--- src/rtl/sys_defs.sv ---
// ============================================================================
// sys_defs : shared bus command encodings, address width and owner type
// Revision : 1.0
// ============================================================================
`default_nettype none

`ifndef SD
`define SD
`endif

package sys_defs;

  localparam int XLEN = 32;

  typedef enum logic [1:0] {
    BUS_NONE  = 2'h0,
    BUS_LOAD  = 2'h1,
    BUS_STORE = 2'h2
  } bus_command_t;

  typedef enum logic {
    OWNER_ICACHE = 1'b0,
    OWNER_DCACHE = 1'b1
  } mem_owner_t;

endpackage

`default_nettype wire

--- src/rtl/mem_tag_owner_table.sv ---
// ============================================================================
// mem_tag_owner_table : records which cache owns each outstanding load tag
// Revision : 1.0
// ============================================================================
`default_nettype none

module mem_tag_owner_table
  import sys_defs::*;
#(
  parameter int NUM_TAGS = 16,
  parameter int TAG_W    = 4
) (
  input  logic             clock,
  input  logic             reset,
  input  logic             alloc_en,
  input  logic [TAG_W-1:0] alloc_tag,
  input  mem_owner_t       alloc_owner,
  input  logic [TAG_W-1:0] ret_tag,
  output logic             ret_valid,
  output mem_owner_t       ret_owner
);

  logic [NUM_TAGS-1:0] valid_q, valid_d;
  logic [NUM_TAGS-1:0] is_dcache_q, is_dcache_d;

  assign ret_valid = !reset && (ret_tag != '0) && valid_q[ret_tag];
  assign ret_owner = is_dcache_q[ret_tag] ? OWNER_DCACHE : OWNER_ICACHE;

  // Return clears first so a same-cycle reallocation of that tag survives.
  always_comb begin
    valid_d     = valid_q;
    is_dcache_d = is_dcache_q;
    if (ret_tag != '0) begin
      valid_d[ret_tag] = 1'b0;
    end
    if (alloc_en && (alloc_tag != '0)) begin
      valid_d[alloc_tag]     = 1'b1;
      is_dcache_d[alloc_tag] = (alloc_owner == OWNER_DCACHE);
    end
  end

  always_ff @(posedge clock) begin
    if (reset) begin
      valid_q     <= `SD '0;
      is_dcache_q <= `SD '0;
    end else begin
      valid_q     <= `SD valid_d;
      is_dcache_q <= `SD is_dcache_d;
    end
  end

  always_ff @(posedge clock) begin
    if (!reset && (ret_tag != '0)) begin
      assert (valid_q[ret_tag])
        else $warning("mem_tag_owner_table: return of unowned tag %0d dropped", ret_tag);
    end
  end

endmodule

`default_nettype wire

--- src/rtl/mem_arbiter.sv ---
// ============================================================================
// mem_arbiter : icache/dcache arbitration onto one memory port, tag routing
// Revision : 1.0
// ============================================================================
`default_nettype none

module mem_arbiter
  import sys_defs::*;
#(
  parameter int STARVE_LIMIT = 3,
  parameter int NUM_TAGS     = 16,
  parameter int TAG_W        = $clog2(NUM_TAGS)
) (
  input  logic             clock,
  input  logic             reset,
  input  logic [1:0]       Icache2mem_command,
  input  logic [XLEN-1:0]  Icache2mem_addr,
  input  logic [1:0]       Dcache2mem_command,
  input  logic [XLEN-1:0]  Dcache2mem_addr,
  input  logic [63:0]      Dcache2mem_data,
  input  logic [TAG_W-1:0] mem2proc_response,
  input  logic [63:0]      mem2proc_data,
  input  logic [TAG_W-1:0] mem2proc_tag,
  output logic [1:0]       proc2mem_command,
  output logic [XLEN-1:0]  proc2mem_addr,
  output logic [63:0]      proc2mem_data,
  output logic [TAG_W-1:0] mem2Icache_response,
  output logic [63:0]      mem2Icache_data,
  output logic [TAG_W-1:0] mem2Icache_tag,
  output logic [TAG_W-1:0] mem2Dcache_response,
  output logic [63:0]      mem2Dcache_data,
  output logic [TAG_W-1:0] mem2Dcache_tag
);

  localparam int                  STARVE_W   = $clog2(STARVE_LIMIT + 1);
  localparam logic [STARVE_W-1:0] STARVE_MAX = STARVE_W'(STARVE_LIMIT);

  logic                ic_req, dc_req;
  logic                grant_ic, grant_dc;
  logic [STARVE_W-1:0] starve_q, starve_d;
  logic                alloc_en;
  mem_owner_t          alloc_owner;
  logic                ret_valid;
  mem_owner_t          ret_owner;

  assign ic_req = (Icache2mem_command != BUS_NONE);
  assign dc_req = (Dcache2mem_command != BUS_NONE);

  // Dcache has priority except when the icache has been starved long enough.
  assign grant_ic = !reset && ic_req && (!dc_req || (starve_q == STARVE_MAX));
  assign grant_dc = !reset && dc_req && !grant_ic;

  always_comb begin
    proc2mem_command    = BUS_NONE;
    proc2mem_addr       = '0;
    proc2mem_data       = '0;
    mem2Icache_response = '0;
    mem2Dcache_response = '0;
    if (grant_ic) begin
      proc2mem_command    = Icache2mem_command;
      proc2mem_addr       = Icache2mem_addr;
      mem2Icache_response = mem2proc_response;
    end else if (grant_dc) begin
      proc2mem_command    = Dcache2mem_command;
      proc2mem_addr       = Dcache2mem_addr;
      mem2Dcache_response = mem2proc_response;
      if (Dcache2mem_command == BUS_STORE) begin
        proc2mem_data = Dcache2mem_data;
      end
    end
  end

  always_comb begin
    starve_d = '0;
    if (ic_req && !grant_ic) begin
      starve_d = (starve_q == STARVE_MAX) ? starve_q : starve_q + STARVE_W'(1);
    end
  end

  always_ff @(posedge clock) begin
    if (reset) begin
      starve_q <= `SD '0;
    end else begin
      starve_q <= `SD starve_d;
    end
  end

  // Only accepted loads occupy a tag; stores never return data.
  assign alloc_en = ((grant_ic && (Icache2mem_command == BUS_LOAD)) ||
                     (grant_dc && (Dcache2mem_command == BUS_LOAD))) &&
                    (mem2proc_response != '0);
  assign alloc_owner = grant_dc ? OWNER_DCACHE : OWNER_ICACHE;

  mem_tag_owner_table #(
    .NUM_TAGS (NUM_TAGS),
    .TAG_W    (TAG_W)
  ) u_owner_table (
    .clock       (clock),
    .reset       (reset),
    .alloc_en    (alloc_en),
    .alloc_tag   (mem2proc_response),
    .alloc_owner (alloc_owner),
    .ret_tag     (mem2proc_tag),
    .ret_valid   (ret_valid),
    .ret_owner   (ret_owner)
  );

  assign mem2Icache_tag  = (ret_valid && (ret_owner == OWNER_ICACHE)) ? mem2proc_tag : '0;
  assign mem2Dcache_tag  = (ret_valid && (ret_owner == OWNER_DCACHE)) ? mem2proc_tag : '0;
  assign mem2Icache_data = mem2proc_data;
  assign mem2Dcache_data = mem2proc_data;

endmodule

`default_nettype wire

--- config.mk ---
export PLATFORM = sky130hd
export DESIGN_NAME = mem_arbiter
export DESIGN_NICKNAME = d
export VERILOG_FILES = /design/src/rtl/sys_defs.sv /design/src/rtl/mem_tag_owner_table.sv /design/src/rtl/mem_arbiter.sv
export SDC_FILE = /design/constraint.sdc
export NUM_CORES = 1
export LEC_CHECK = 0
export ABC_AREA = 1
export CORE_AREA = 2 2 175 177
export CTS_BUF_LIST = sky130_fd_sc_hd__clkbuf_4
export DETAILED_ROUTE_END_ITERATION = 16
export DIE_AREA = 0 0 177 179
export PLACE_DENSITY = 0.55
export RECOVER_POWER = 100
export SLEW_MARGIN = 20
export SYNTH_ARGS = -nofsm -noshare
export SYNTH_HDL_FRONTEND = slang
export SYNTH_SLANG_ARGS = --single-unit
--- constraint.sdc ---
create_clock -name clock -period 8.2 [get_ports clock]
set_clock_uncertainty 0.15 [all_clocks]
set_input_delay 2.46 -clock clock [delete_from_list [all_inputs] [get_ports clock]]
set_output_delay 2.46 -clock clock [all_outputs]
set_load 0.02 [all_outputs]
==> metrics.txt, run 1 <==
DIE AREA=31,700 sq um; Max clock buf depth=2; clk sinks=34; Critical Path AT=5.21 ns; Post-synth EDFFs=0; TNS Setup=0 ns; Final Worst Setup Slack=0.376 ns; synth warn=0; maxcap violations=0; PD cells=82.8 nW/um^2; net count after synthesis=849; worst slew pin tran=0.908 ns; library cells used by synthesis=20; GPL Wtd Cong=0.793; first-pass GRT wire length=25,100 um; CTS tree=done; All-Layer GR Usage=0.106; final WL=18,000 um; Leakage=2.37 nW; root buffer cell=clkbuf_4; WHS=0.280 ns; I/O pin count=448; vias in the first global route=3,963; Post-Place Setup Slack=0.602 ns; Yosys reg bits=34; sequential share of the synthesized area=0.177; post-DP HPWL=14,800 um; Synth-to-Final Area Change=52.4%; routed len/inst=15.7 um; core area=30,000 sq um; top cells by area, synth=buf_4, dfxtp_1, nand2_1; Final Hold Fails=0; crit start category=input pin; Reg2Reg Setup Slack=5.36 ns; post-CTS setup buffer count=0; initial antenna violation count=1; status=completed; clk_lat worst skew=0.33 ns; pins over their slew limit=0; Post-CTS Resized=0; Clk pin slew, worst setup/hold paths=0.11 ns; Max VDD drop=0.0000399 V; Slew HR=0.393; minimum clock period=7.82 ns; CTS Buf Count=5; Crit Path Max Fanout=69; Die W=177 um; Starting Density=0.128; RSZ-0062 raised after global routing=false; DR iter-0 viols=244; vias per cell=3.73; total number of vias=4,276; GRT Residual Overflow=0; Post-Syn Area=3840 sq um; crit share post-route=0.954; most frequently used cell type in the post-synthesis netlist=nand2_1; min-delay worst type=flip-flop to flip-flop; synth cell count leaders=nand2_1, buf_4, nor2_1; asr flop ratio synth=0; area share of the largest cell type after synthesis=0.252; H-tree lvl count=2; Initial DRT Pass Iterations=7; area leader, netlist=buf_4; standard-cell rows=64; DRC viols=0; CP required=5.59 ns; syn_area_per_cell=5.98 sq um; Syn Inst Count=642; Final nets=954; Max Fclk=128 MHz; Top FF cell, synth=dfxtp_1; die height=179 um; layout cells sized above 1=0.0307; largest net degree at the start of global routing=70; Post-DRT Antenna Nets=0; WS Path Type=input pin to output pin; hold buffers post-CTS=0; Setup Viol. Count Final=0; PortBufs=255; Crit. End Element=output pin
-- cell type report --
type,instances,area (sq um)
Clock inverter,3,16.3
Tap cell,396,495
Inverter,32,121
Clock buffer,5,37.5
Antenna cell,1,2.50
Multi-Input combinational cell,411,1880
Sequential cell,34,681
Timing Repair Buffer,263,2620
Fill cell,3402,24200
-- logic make-up after synthesis --
kind of cell,after synthesis,share of synthesized area
AOI/OAI and AO/OA,82,0.152
and+or+nand+nor,328,0.337
DFF,34,0.177
adders and majority gates,1,0.00326
buffers and inverters,197,0.331
-- per-layer routing --
layer	track usage	vias to the layer above	wire, um
met5	0	-	0
met4	0.0379	0	564
li1	-	2129	-
met1	0.135	1908	7690
met3	0.0310	36	1360
met2	0.171	203	8360
-- worst paths after layout --
check	startpoint	end	depth (start not counted)
setup reg to reg	starve_q[0]	u_owner_table.is_dcache_q[4]	9
hold reg to reg	starve_q[0]	starve_q[0]	1
setup / recovery	Dcache2mem_command[1]	proc2mem_data[19]	9
hold / removal	starve_q[0]	starve_q[0]	1
-- power by group --
group	switching (W)	internal [W]
Sequential	0.000000703	0.000167
Clock	0.0000594	0.0000319
Combinational	0.000115	0.000111
-- sequential cells by signal, summed over array words and instances (netlist names) --
name                       cells
u_owner_table.is_dcache_q     16
u_owner_table.valid_q         16
starve_q                       2
-- layout by cell type (no fill, tap or decap) --
cell	count
a32o_1	32
dfxtp_1	34
nand3_1	18
clkdlybuf4s50_1	175
nor2_4	1
a21oi_1	31
clkinv_1	1
nand4_1	10
inv_1	31
ha_1	1
buf_12	1
buf_4	10
clkinv_2	2
nand2_1	180
nand2_2	3
dlygate4sd3_1	77
nor2_1	115
clkinvlp_4	1
diode_2	1
clkbuf_4	5
o21ai_0	19
nor3_1	1
-- critical path, cell delays in order --
cell	delay, ns
dlygate4sd3_1	0.62
o21ai_0	0.31
nand2_2	0.16
nand2_2	0.15
clkinv_2	0.31
buf_12	0.32
nand2_1	0.09
nor2_1	0.04
dlygate4sd3_1	0.71
-- metrics by stage --
step / util / std cells / area (sq um) / total power (W)
after global placement: 0.193 / 1136 / 5800 / 0.000403
after CTS: 0.195 / 1144 / 5860 / 0.000494
after detailed placement: 0.193 / 1136 / 5800 / 0.000402
final: 0.195 / 1145 / 5850 / 0.000485
after floorplan: - / 642 / 3840 / 0.000357
after global routing: 0.195 / 1145 / 5850 / 0.000515
Power figures use the tool's default switching activity.
==> run 2: changes to the inputs <==
--- a/config.mk
+++ b/config.mk
@@ -10,8 +10,9 @@
 export CTS_BUF_LIST = sky130_fd_sc_hd__clkbuf_4
 export DETAILED_ROUTE_END_ITERATION = 16
 export DIE_AREA = 0 0 177 179
-export PLACE_DENSITY = 0.55
+export PLACE_DENSITY_LB_ADDON = 0.2
 export RECOVER_POWER = 100
+export REMOVE_ABC_BUFFERS = 1
 export SLEW_MARGIN = 20
 export SYNTH_ARGS = -nofsm -noshare
 export SYNTH_HDL_FRONTEND = slang
==> run 2 against run 1 <==
Compared with the run above:
- final cell count up 0.26%
- highest routed layer is now met5
- cell area is 1.3% higher
- non-clock buffer count up 2
- worst hold slack better by 0.0038 ns
- global-route usage rose by 10 points
- power is 19% higher
- die area did not move
- sequential share of layout area decreased by 0.15 points
- sequential power barely moved
- critical path type unchanged
==> metrics.txt, run 2 (synthesis results as in run 1) <==
Reg2Reg Setup Slack=5.31 ns; DIE AREA=31,700 sq um; standard-cell rows=64; TNS Setup=0 ns; first-pass GRT wire length=44,800 um; Leakage=2.46 nW; worst hold path depth=2; Flop pwr share=0.291; vias in the first global route=4,854; CTS tree=done; Area after DPL=5840 sq um; CP required=5.59 ns; Final nets=956; Critical Path AT=5.06 ns; hold buffers post-CTS=0; pins over their slew limit=0; core area=30,000 sq um; largest registers=u_owner_table.is_dcache_q (16), u_owner_table.valid_q (16), starve_q (2); Max VDD drop=0.0000419 V; I/O pin count=448; Post-DRT Antenna Nets=0; Slew HR=0.376; WS Path Type=input pin to output pin; min-delay worst type=flip-flop to flip-flop; maxcap violations=0; initial antenna violation count=4; clk sinks=34; Switch Pwr=0.000204 W; WHS=0.284 ns; Max clock buf depth=2; vias per cell=4.26; CTS Buf Count=5; Setup Viol. Count Final=0; DR iter-0 viols=242; fin area=5930 sq um; RSZ-0062 raised after global routing=false; post-CTS setup buffer count=0; reg2reg start=starve_q[0]; die height=179 um; Max Fclk=130 MHz; switching share of power=0.354; post-DP HPWL=28,800 um; final WL=34,100 um; crit share post-route=0.936; status=completed; Synth-to-Final Area Change=54.4%; worst slew pin tran=0.934 ns; Register-to-Register Path Depth=9; crit start category=input pin; clk_lat worst skew=0.35 ns; minimum clock period=7.67 ns; Clock power frac=0.280; routed len/inst=29.7 um; H-tree lvl count=2; commonest non-fill, non-tap cell in the layout=nand2_1; Pint=0.000372 W; GPL Wtd Cong=0.764; Crit Path Max Fanout=20; Final Hold Fails=0; Post-CTS Resized=0; Clk pin slew, worst setup/hold paths=0.13 ns; Starting Density=0.128; root buffer cell=clkbuf_4; total number of vias=4,889; DRC viols=0; largest net degree at the start of global routing=55; All-Layer GR Usage=0.211; PortBufs=255; most frequent cells in the layout=nand2_1, clkdlybuf4s50_1, nor2_1, dlygate4sd3_1, dfxtp_1; worst r2r dst=u_owner_table.is_dcache_q[4]; Initial DRT Pass Iterations=5; PD cells=97.1 nW/um^2; combinational share of power=0.429; layout cells sized above 1=0.0267; Critical Path End=proc2mem_addr[17]; CP startpoint=Dcache2mem_command[1]; FILL cells=3,446; Die W=177 um; GRT Residual Overflow=0; Crit. End Element=output pin
run 2: cell count changes in the layout (fill, tap and decap cells not counted), sizes merged:
cell,before,now
bufinv,0,2
clkinv,3,2
buf,11,10
clkdlybuf4s50,175,152
dlygate4sd3,77,103
diode,1,2
clkinvlp,1,0
run 2: worst max-delay path: stages:
cell,delay (ns)
dlygate4sd3_1,0.60
o21ai_0,0.25
nand2_1,0.20
nand2_1,0.23
clkinv_2,0.16
buf_4,0.24
a32o_1,0.24
dlygate4sd3_1,0.66
run 2: how the worst min path moves through the flow:
stage	startpoint	endpoint	slack, ns
after floorplan	starve_q[0]	starve_q[0]	0.25
after global placement	u_owner_table.is_dcache_q[0]	u_owner_table.is_dcache_q[0]	0.26
after detailed placement	u_owner_table.is_dcache_q[0]	u_owner_table.is_dcache_q[0]	0.27
after CTS	u_owner_table.is_dcache_q[0]	u_owner_table.is_dcache_q[0]	0.28
after global routing	starve_q[0]	starve_q[0]	0.31
final	u_owner_table.valid_q[0]	u_owner_table.valid_q[0]	0.28
run 2: final cells by class:
| class | count | area, sq um | area share |
|---|---|---|---|
| Timing Repair Buffer | 265 | 2650 | 0.448 |
| Multi-Input combinational cell | 411 | 1870 | 0.315 |
| Sequential cell | 34 | 681 | 0.115 |
| Tap cell | 396 | 495 | 0.0836 |
| Inverter | 32 | 121 | 0.0205 |
| Clock inverter | 3 | 68.8 | 0.0116 |
| Clock buffer | 5 | 37.5 | 0.00633 |
| Antenna cell | 2 | 5.00 | 0.000844 |
run 2: layer usage:
layer / share of wire / track usage / routed length (um) / vias up
met5: 0.0050 / 0.0433 / 172 / -
met2: 0.33 / 0.240 / 11100 / 445
met1: 0.48 / 0.299 / 16600 / 2275
met3: 0.18 / 0.164 / 6070 / 25
met4: 0.0059 / 0.0227 / 201 / 8
li1: - / - / - / 2136
run 2: through the flow:
stage | power (W) | utilization | setup WS, ns | std cells
after floorplan | 0.000254 | - | 1.27 | 477
after global placement | 0.000429 | 0.194 | 0.736 | 1138
after detailed placement | 0.000427 | 0.194 | 0.728 | 1138
after CTS | 0.000591 | 0.198 | 0.723 | 1146
after global routing | 0.000603 | 0.197 | 0.281 | 1147
final | 0.000575 | 0.197 | 0.529 | 1148
run 2: power by group through the flow:
stage / sequential, W / combinational [W] / clock, W
2_1_floorplan: 0.000171 / 0.0000832 / 0
3_3_place_gp: 0.000171 / 0.000258 / 0
3_5_place_dp: 0.000171 / 0.000256 / 0
4_1_cts: 0.000167 / 0.000258 / 0.000166
5_1_grt: 0.000168 / 0.000263 / 0.000173
6_report: 0.000167 / 0.000247 / 0.000161
